$ cat src/rtl/instr_fetch_unit.sv
// Instruction fetch unit: holds the PC, fetches 32-bit words over req/ack, presents them to the decoder.
// Latency: one BOOT cycle after reset, then >=1 cycle per fetch (FETCH) and >=1 cycle per execute (HOLD).
// Backpressure: waits in FETCH until imem_ack and in HOLD until instr_accept; neither wait is bounded.
module instr_fetch_unit #(
   parameter int              PC_W     = 64,
   parameter logic [PC_W-1:0] RESET_PC = '0,
   parameter int              CNT_W    = 32
) (
   input  logic              CLK,
   input  logic              resetl,
   output logic              imem_req,
   output logic [PC_W-1:0]   imem_addr,
   input  logic              imem_ack,
   input  logic [31:0]       imem_rdata,
   output logic [31:0]       instr,
   output logic [10:0]       opcode,
   output logic [PC_W-1:0]   pc_out,
   output logic              instr_valid,
   input  logic              instr_accept,
   input  logic              branch,
   input  logic              uncond_branch,
   input  logic              zero,
   input  logic [PC_W-1:0]   br_offset,
   output logic [CNT_W-1:0]  retired
);

   typedef enum logic [1:0] {
      BOOT  = 2'd0,
      FETCH = 2'd1,
      HOLD  = 2'd2
   } state_t;

   state_t            state_q, state_d;
   logic [PC_W-1:0]   pc_q, pc_d;
   logic [31:0]       instr_q, instr_d;
   logic [CNT_W-1:0]  retired_q, retired_d;

   logic              take;
   logic [PC_W-1:0]   pc_seq;
   logic [PC_W-1:0]   pc_br;
   logic [PC_W-1:0]   pc_next;

   // Next-PC candidates: sequential and branch target, both modulo 2^PC_W.
   // The word offset is shifted left by two, dropping its top two bits.
   always_comb begin
      pc_seq = pc_q + PC_W'(4);
      pc_br  = pc_q + {br_offset[PC_W-3:0], 2'b00};
      // Unconditional branch dominates so an undefined CBZ control cannot
      // disturb the PC when B is asserted.
      take    = uncond_branch ? 1'b1 : (branch & zero);
      pc_next = take ? pc_br : pc_seq;
   end

   // Next-state logic: BOOT -> FETCH -> HOLD -> FETCH ...; stray ack/accept
   // outside their own state fall through to the hold-everything default.
   always_comb begin
      state_d   = state_q;
      pc_d      = pc_q;
      instr_d   = instr_q;
      retired_d = retired_q;
      case (state_q)
         BOOT: begin
            state_d = FETCH;
         end
         FETCH: begin
            if (imem_ack) begin
               instr_d = imem_rdata;
               state_d = HOLD;
            end
         end
         HOLD: begin
            if (instr_accept) begin
               pc_d      = pc_next;
               retired_d = retired_q + CNT_W'(1);
               state_d   = FETCH;
            end
         end
         default: begin
            state_d = BOOT;
         end
      endcase
   end

   // State register; reset abandons any outstanding fetch.
   always_ff @(posedge CLK or negedge resetl) begin
      if (!resetl) begin
         state_q   <= BOOT;
         pc_q      <= RESET_PC;
         instr_q   <= '0;
         retired_q <= '0;
      end else begin
         state_q   <= state_d;
         pc_q      <= pc_d;
         instr_q   <= instr_d;
         retired_q <= retired_d;
      end
   end

   // Outputs are decoded from state or driven straight from registers.
   always_comb begin
      imem_req    = (state_q == FETCH);
      instr_valid = (state_q == HOLD);
      imem_addr   = pc_q;
      pc_out      = pc_q;
      instr       = instr_q;
      opcode      = instr_q[31:21];
      retired     = retired_q;
   end

endmodule

$ cat config.mk
export PLATFORM = sky130hd
export DESIGN_NAME = instr_fetch_unit
export DESIGN_NICKNAME = d
export VERILOG_FILES = /design/src/rtl/instr_fetch_unit.sv
export SDC_FILE = /design/constraint.sdc
export NUM_CORES = 1
export LEC_CHECK = 0
export ABC_AREA = 1
export CORE_MARGIN = 4
export CORE_UTILIZATION = 29
export CTS_BUF_LIST = sky130_fd_sc_hd__clkbuf_16
export DETAILED_ROUTE_END_ITERATION = 6
export PLACE_DENSITY_LB_ADDON = 0.1
export SLEW_MARGIN = 20
export SYNTH_ARGS = -nofsm -noshare
export SYNTH_HDL_FRONTEND = slang
export SYNTH_SLANG_ARGS = --single-unit
$ cat constraint.sdc
create_clock -name CLK -period 2.3 [get_ports CLK]
set_clock_uncertainty 0.05 [all_clocks]
set_input_delay 0.69 -clock CLK [delete_from_list [all_inputs] [get_ports CLK]]
set_output_delay 0.69 -clock CLK [all_outputs]
set_load 0.005 [all_outputs]
==> summary.txt, run 1 <==
run status -> finished, violations left
failing checks -> setup timing
Slew Limit Fails -> 0
Area Overhead vs Synth -> 88.8%
RSZ-0062 raised after global routing -> true
layout cells sized above 1 -> 44.8%
crit path capture type -> flip-flop
initial core utilization -> 29.3%
min Tclk post-route -> 2.68 ns
number of enable flip-flop cells after synthesis -> 0
Hold WC Path Type -> input pin to asynchronous set/reset pin
CTS Buf Count -> 17
final hold violation count -> 0
CTS tree -> built
H-Tree Depth -> 4
Worst IR Drop VDD -> 0.599 mV
Clk Latency, worst-skew pair -> 0.45 ns
worst rel slew slack -> 52.6%
fin nets -> 2,615
routed via count -> 13,500
post-synth top area cell -> dfrtp_1
DIE WIDTH -> 208 µm
CP Launch Type -> input pin
Worst-Margin Slew -> 0.711 ns
Die Footprint -> 43,400 µm²
post-synth cell types -> 37
Synth Cell Area -> 11,600 µm²
Die Y -> 208 µm
Fmax -> 373 MHz
crit-path max FO -> 7
post-synthesis register bit count -> 128
Critical Path AT -> 2.97 ns
total power -> 22.2 mW
synthesized instance count -> 1,881
Max-Cap Viols -> 0
Port Buffers -> 301
ys flop type -> dfrtp_1
initial antenna violation count -> 8
CTS Buffer Depth -> 2
Initial DRT Pass Iterations -> 5
Vias/cell -> 4.53
CTS sink count -> 128
GR Util All Layers -> 22.1%
row cnt -> 73
Lkg Pwr -> 11.2 nW
Post-synth ARST share -> 100%
io pins -> 308
clock root buffer -> clkbuf_16
share of the synthesized area in the top cell type -> 27.5%
pwr dens -> 1010 nW/µm²
first-pass GRT wire length -> 75,000 µm
Post-CTS Hold Fix Bufs -> 0
DRC errors left -> 0
most area-consuming cells after synthesis -> dfrtp_1 (28%), nand2_1 (22%), inv_1 (12%)
Final Cycle Share -> 117%
Seq/Total Area, Yosys -> 27.5%
Final ANT Viol Nets -> 0
Post-DP HPWL -> 38,100 µm
pre-CTS setup slack -> -1.41 ns
Warnings, synthesis -> 0
DRT iter0 DRCs -> 657
vias in the first global route -> 13,400
Setup Crit Path Kind -> input pin to flip-flop
CORE AREA -> 39,700 µm²
pin count of the biggest net entering global routing -> 69
WL/cell -> 17.2 µm
syn_area_per_cell -> 6.18 µm²
Fin Setup TNS -> -14.06 ns
Final Setup Violations -> 56
drt total wl -> 51,300 µm
Final WS setup -> -0.384 ns
grt ovf -> 0
GP Congestion -> 0.937
Reg clk slew, reported paths -> 0.07 ns
CP Data Required Time -> 2.58 ns
R2R depth -> 13
[metrics by stage]
step | utilization (%) | cell area, µm² | cells | hold WS [ns]
final | 55.3 | 22000 | 2988 | 0.0563
after floorplan | - | 11800 | 1884 | 0.344
after detailed placement | 42.2 | 16800 | 2860 | 0.414
after global placement | 42.2 | 16800 | 2860 | 0.418
after global routing | 55.3 | 22000 | 2987 | 0.0507
after CTS | 49.2 | 19500 | 2940 | 0.0418
[worst max-delay path, cell delays in order]
cell     delay, ns
buf_6         0.10
nand2_4       0.05
inv_2         0.04
nor2_4        0.09
buf_12        0.17
buf_12        0.16
buf_12        0.13
nor2_2        0.05
ha_4          0.29
nand2_4       0.08
nor2_4        0.24
buf_12        0.15
nand2_8       0.06
nor2_4        0.17
and2_4        0.17
nand2_4       0.07
nand2_2       0.07
nand2_2       0.05
nand3_2       0.05
nand2_1       0.05
[Yosys cell counts (all sizes together) (6+ instances only)]
cell type and count:
nand2 689, inv 379, nor2 199, dfrtp 128, nand3 96, buf 83
ha 62, a21oi 41, o21ai 34, xnor2 34, mux2 32, xor2 23
clkbuf 17, nor3 17, nand4 15, nand3b 10, nor4 6
[cells in the final DEF (no fill, tap or decap), types with 6 or more instances in the layout]
cell type        netlist  final
nand2_1              686    398
inv_1                378    310
clkdlybuf4s50_1        0    287
buf_4                 77    248
nand2_2                3    194
dfrtp_1              128    122
nand2_4                0     92
nor2_4                 5     89
buf_6                  0     81
inv_2                  1     63
nor2_1               192     55
nor2_2                 2     55
ha_4                   0     55
nand3_1               93     50
mux2_2                32     32
nand3_2                2     27
o21ai_1                1     24
xor2_1                23     23
nand3_4                1     19
a21oi_2                0     18
xnor2_2                0     18
clkbuf_16              0     18
xnor2_1               34     16
a21oi_4                0     15
buf_12                 0     15
nand4_1               14     14
nor3_1                15     11
nand3b_1               9      9
a21oi_1               41      8
o21ai_0               33      7
inv_4                  0      6
inv_6                  0      6
dfrtp_2                0      6
dlymetal6s2s_1         0      6
[kinds of logic after synthesis]
kind of cell / Yosys count / synth area share (%)
flops: 128 / 27.5
buf+inv: 479 / 18.0
xor+xnor: 57 / 4.29
other cells: 1 / 0.0322
simple gates: 1039 / 36.5
compound gates: 82 / 3.68
fa+ha+maj: 63 / 6.84
mux: 32 / 3.10
[state kept, by name (all words and copies together) (netlist names)]
name	cells
retired	32
imem_addr	62
instr	32
state_q	2
[routing by layer]
| layer | up-vias | part of all wire [%] | track usage (%) |
|---|---|---|---|
| li1 | 6720 | - | - |
| met1 | 6401 | 45 | 29.2 |
| met2 | 319 | 47 | 35.8 |
| met3 | 71 | 5.6 | 5.71 |
| met4 | 14 | 2.8 | 6.43 |
| met5 | - | 0.20 | 0 |
[repair_timing]
| item | 4_1_cts | 5_1_grt |
|---|---|---|
| pin swaps | 161 | 265 |
| setup endpoints to repair | 69 | 76 |
| buffers inserted | 45 | 55 |
| hold endpoints to repair | 0 | 0 |
| gates cloned | 5 | 1 |
| gates resized for setup | 477 | 523 |
[final timing paths]
kind | from | to | slack, ns
max | branch | imem_addr[57]$_DFFE_PN0P_ | -0.38
min in group CLK | retired[31]$_DFFE_PN0P_ | retired[31]$_DFFE_PN0P_ | 0.43
max in group asynchronous | resetl | retired[19]$_DFFE_PN0P_ | 1.53
max reg2reg | imem_addr[44]$_DFFE_PN0P_ | imem_addr[53]$_DFFE_PN0P_ | 0.13
min reg2reg | retired[31]$_DFFE_PN0P_ | retired[31]$_DFFE_PN0P_ | 0.43
min | resetl | imem_addr[41]$_DFFE_PN0P_ | 0.06
[layout make-up]
cell class	instances	area (µm²)
inverter	379	1440
timing repair buffer	646	6170
fill	3821	17800
antenna	1	2.50
clock buffer	17	425
tap	525	657
multi-input combinational	1277	9930
sequential	128	3210
clock inverter	15	124
[power breakdown]
part	internal [mW]	switching [mW]	total [mW]
registers	3.07	0.749	3.82
logic	8.28	7.38	15.7
clock network	1.41	1.30	2.71
total	12.8	9.43	22.2
Power figures use the tool's default switching activity.
==> run 2, diff against run 1 <==
==> constraint.sdc (replaced) <==
create_clock -name CLK -period 2.3 [get_ports CLK]
set_clock_uncertainty 0.05 [all_clocks]
set_input_delay 0.23 -clock CLK [delete_from_list [all_inputs] [get_ports CLK]]
set_output_delay 0.23 -clock CLK [all_outputs]
set_load 0.005 [all_outputs]
==> run 2 against run 1 <==
Compared with the run above:
- the flow still finishes with violations (setup timing)
- hold slack improved by 0.17 ns
- first-iteration DRC count increased by 5.0%
- fmax increased by 16%
- critical path type unchanged
==> summary.txt, run 2 (synthesis results as in run 1) <==
run status -> finished, violations left
failing checks -> setup timing
min Tclk post-route -> 2.31 ns
r2r startpoint -> imem_addr[34]$_DFFE_PN0P_
fillers -> 3,916
total power -> 21.0 mW
crit path capture type -> flip-flop
CP Data Required Time -> 2.58 ns
met1 wire length -> 22,400 µm
pin count of the biggest net entering global routing -> 68
DRT iter0 DRCs -> 690
pwr dens -> 1020 nW/µm²
Critical Path AT -> 2.59 ns
Area Overhead vs Synth -> 76.9%
fin cells -> 2,970
Hold WC Path Type -> input pin to asynchronous set/reset pin
Lkg Pwr -> 10.6 nW
CTS tree -> built
crit-path max FO -> 6
final instance area -> 20,600 µm²
H-Tree Depth -> 4
R2R setup slack -> 0.11 ns
routed via count -> 13,400
Clk Latency, worst-skew pair -> 0.45 ns
fin nets -> 2,598
R2R depth -> 13
Max-Cap Viols -> 0
CTS Buffer Depth -> 2
first-pass GRT wire length -> 75,900 µm
Initial DRT Pass Iterations -> 5
wire length on met3 -> 3000 µm
CORE AREA -> 39,700 µm²
drt total wl -> 49,600 µm
final hold violation count -> 0
row cnt -> 73
GR Util All Layers -> 22.1%
Setup Crit Path Kind -> input pin to flip-flop
CP Launch Type -> input pin
DR top layer -> met5
Worst IR Drop VDD -> 0.624 mV
vias in the first global route -> 13,600
initial core utilization -> 29.3%
CTS Buf Count -> 17
io pins -> 308
Die Footprint -> 43,400 µm²
most frequent cells in the layout -> nand2_1 (465), inv_1 (338), clkdlybuf4s50_1 (297)
GP Congestion -> 0.892
Final WS setup -> -0.00990 ns
Fmax -> 433 MHz
placed insts -> 2,863
worst rel slew slack -> 54.1%
Final Setup Violations -> 1
pre-CTS setup slack -> -1.09 ns
grt ovf -> 0
area post-placement -> 16,700 µm²
most common cell after layout, fill and taps aside -> nand2_1
Post-DP HPWL -> 37,500 µm
RSZ-0062 raised after global routing -> true
initial antenna violation count -> 2
RR Endpoint -> imem_addr[56]$_DFFE_PN0P_
Port Buffers -> 301
DIE WIDTH -> 208 µm
Final Cycle Share -> 100%
Hold WS -> 0.230 ns
Worst-Margin Slew -> 0.689 ns
DRC errors left -> 0
Vias/cell -> 4.50
CTS sink count -> 128
number of flip-flops in the largest register -> 62
Reg clk slew, reported paths -> 0.07 ns
Final ANT Viol Nets -> 0
Slew Limit Fails -> 0
Die Y -> 208 µm
routed wl met2 -> 22,900 µm
WL/cell -> 16.7 µm
clock root buffer -> clkbuf_16
layout cells sized above 1 -> 37.0%
## run 2: changes by cell type in the layout (fill, tap and decap cells not counted), sizes merged
cell / delta
inv: -2
clkinvlp: +1
dlygate4sd2: -4
bufinv: +2
clkinv: -2
clkdlybuf4s50: +10
dlygate4sd3: +1
buf: -18
dlymetal6s2s: -6
## run 2: through the flow
stage               TNS [ns]  util [%]
global placement      -45.05      41.9
detailed placement    -45.24      41.9
global route           -1.25      51.8
floorplan                  0         -
CTS                    -1.44      47.8
finish              -0.00990      51.8
## run 2: worst max-delay path by stage
stage | depth (start not counted) | start | to | slack (ns)
6_report | 20 | zero | imem_addr[56]$_DFFE_PN0P_ | -0.01
5_1_grt | 18 | zero | imem_addr[60]$_DFFE_PN0P_ | -0.13
4_1_cts | 19 | zero | imem_addr[60]$_DFFE_PN0P_ | -0.16
3_5_place_dp | 18 | branch | imem_addr[52]$_DFFE_PN0P_ | -1.09
3_3_place_gp | 19 | branch | imem_addr[62]$_DFFE_PN0P_ | -1.10
2_1_floorplan | 19 | branch | imem_addr[62]$_DFFE_PN0P_ | 0.009
## run 2: worst max-delay path, stage by stage
cell and delay, ns:
buf_6 0.09, nand2_4 0.05, inv_2 0.04, nor2_4 0.16, buf_12 0.18, buf_12 0.13, buf_16 0.14, nor2_4 0.04
ha_4 0.26, nand2_1 0.06, nand2_1 0.08, inv_1 0.07, nand2_1 0.16, a21oi_2 0.21, nand2_2 0.13, a21oi_2 0.20
buf_4 0.14, nand3_1 0.08, nand3_2 0.08, nand2_1 0.05
## run 2: what timing repair did
item                                   CTS  global route
setup endpoints to repair               52            52
endpoints found under the hold margin   30             0
buffers inserted                        38            34
pin swaps                               85           173
hold buffers                             1             0
resized for setup                      354           355
cloned                                   6             0
## run 2: area by class of cell
| cell class | count | area [µm²] | share of cell area [%] |
|---|---|---|---|
| flip-flops and latches | 128 | 3200 | 15.6 |
| repair buffers | 629 | 5930 | 28.8 |
| clock inverters | 14 | 158 | 0.766 |
| multi-input cells | 1277 | 8770 | 42.6 |
| well taps | 525 | 657 | 3.19 |
| inverters | 379 | 1430 | 6.96 |
| clock buffers | 17 | 425 | 2.07 |
| diodes | 1 | 2.50 | 0.0122 |
## run 2: routing by layer
metal / global-route usage, % / vias to the layer above
li1: - / 6694
met4: 5.53 / 4
met5: 0 / -
met1: 29.5 / 6241
met2: 36.2 / 359
met3: 5.10 / 70
## run 2: report_power, final
group          switching (mW)  total, mW  internal (mW)
Clock                    1.24       2.85           1.61
Combinational            6.69       14.4           7.72
Sequential              0.699       3.76           3.06
Total                    8.63       21.0           12.4
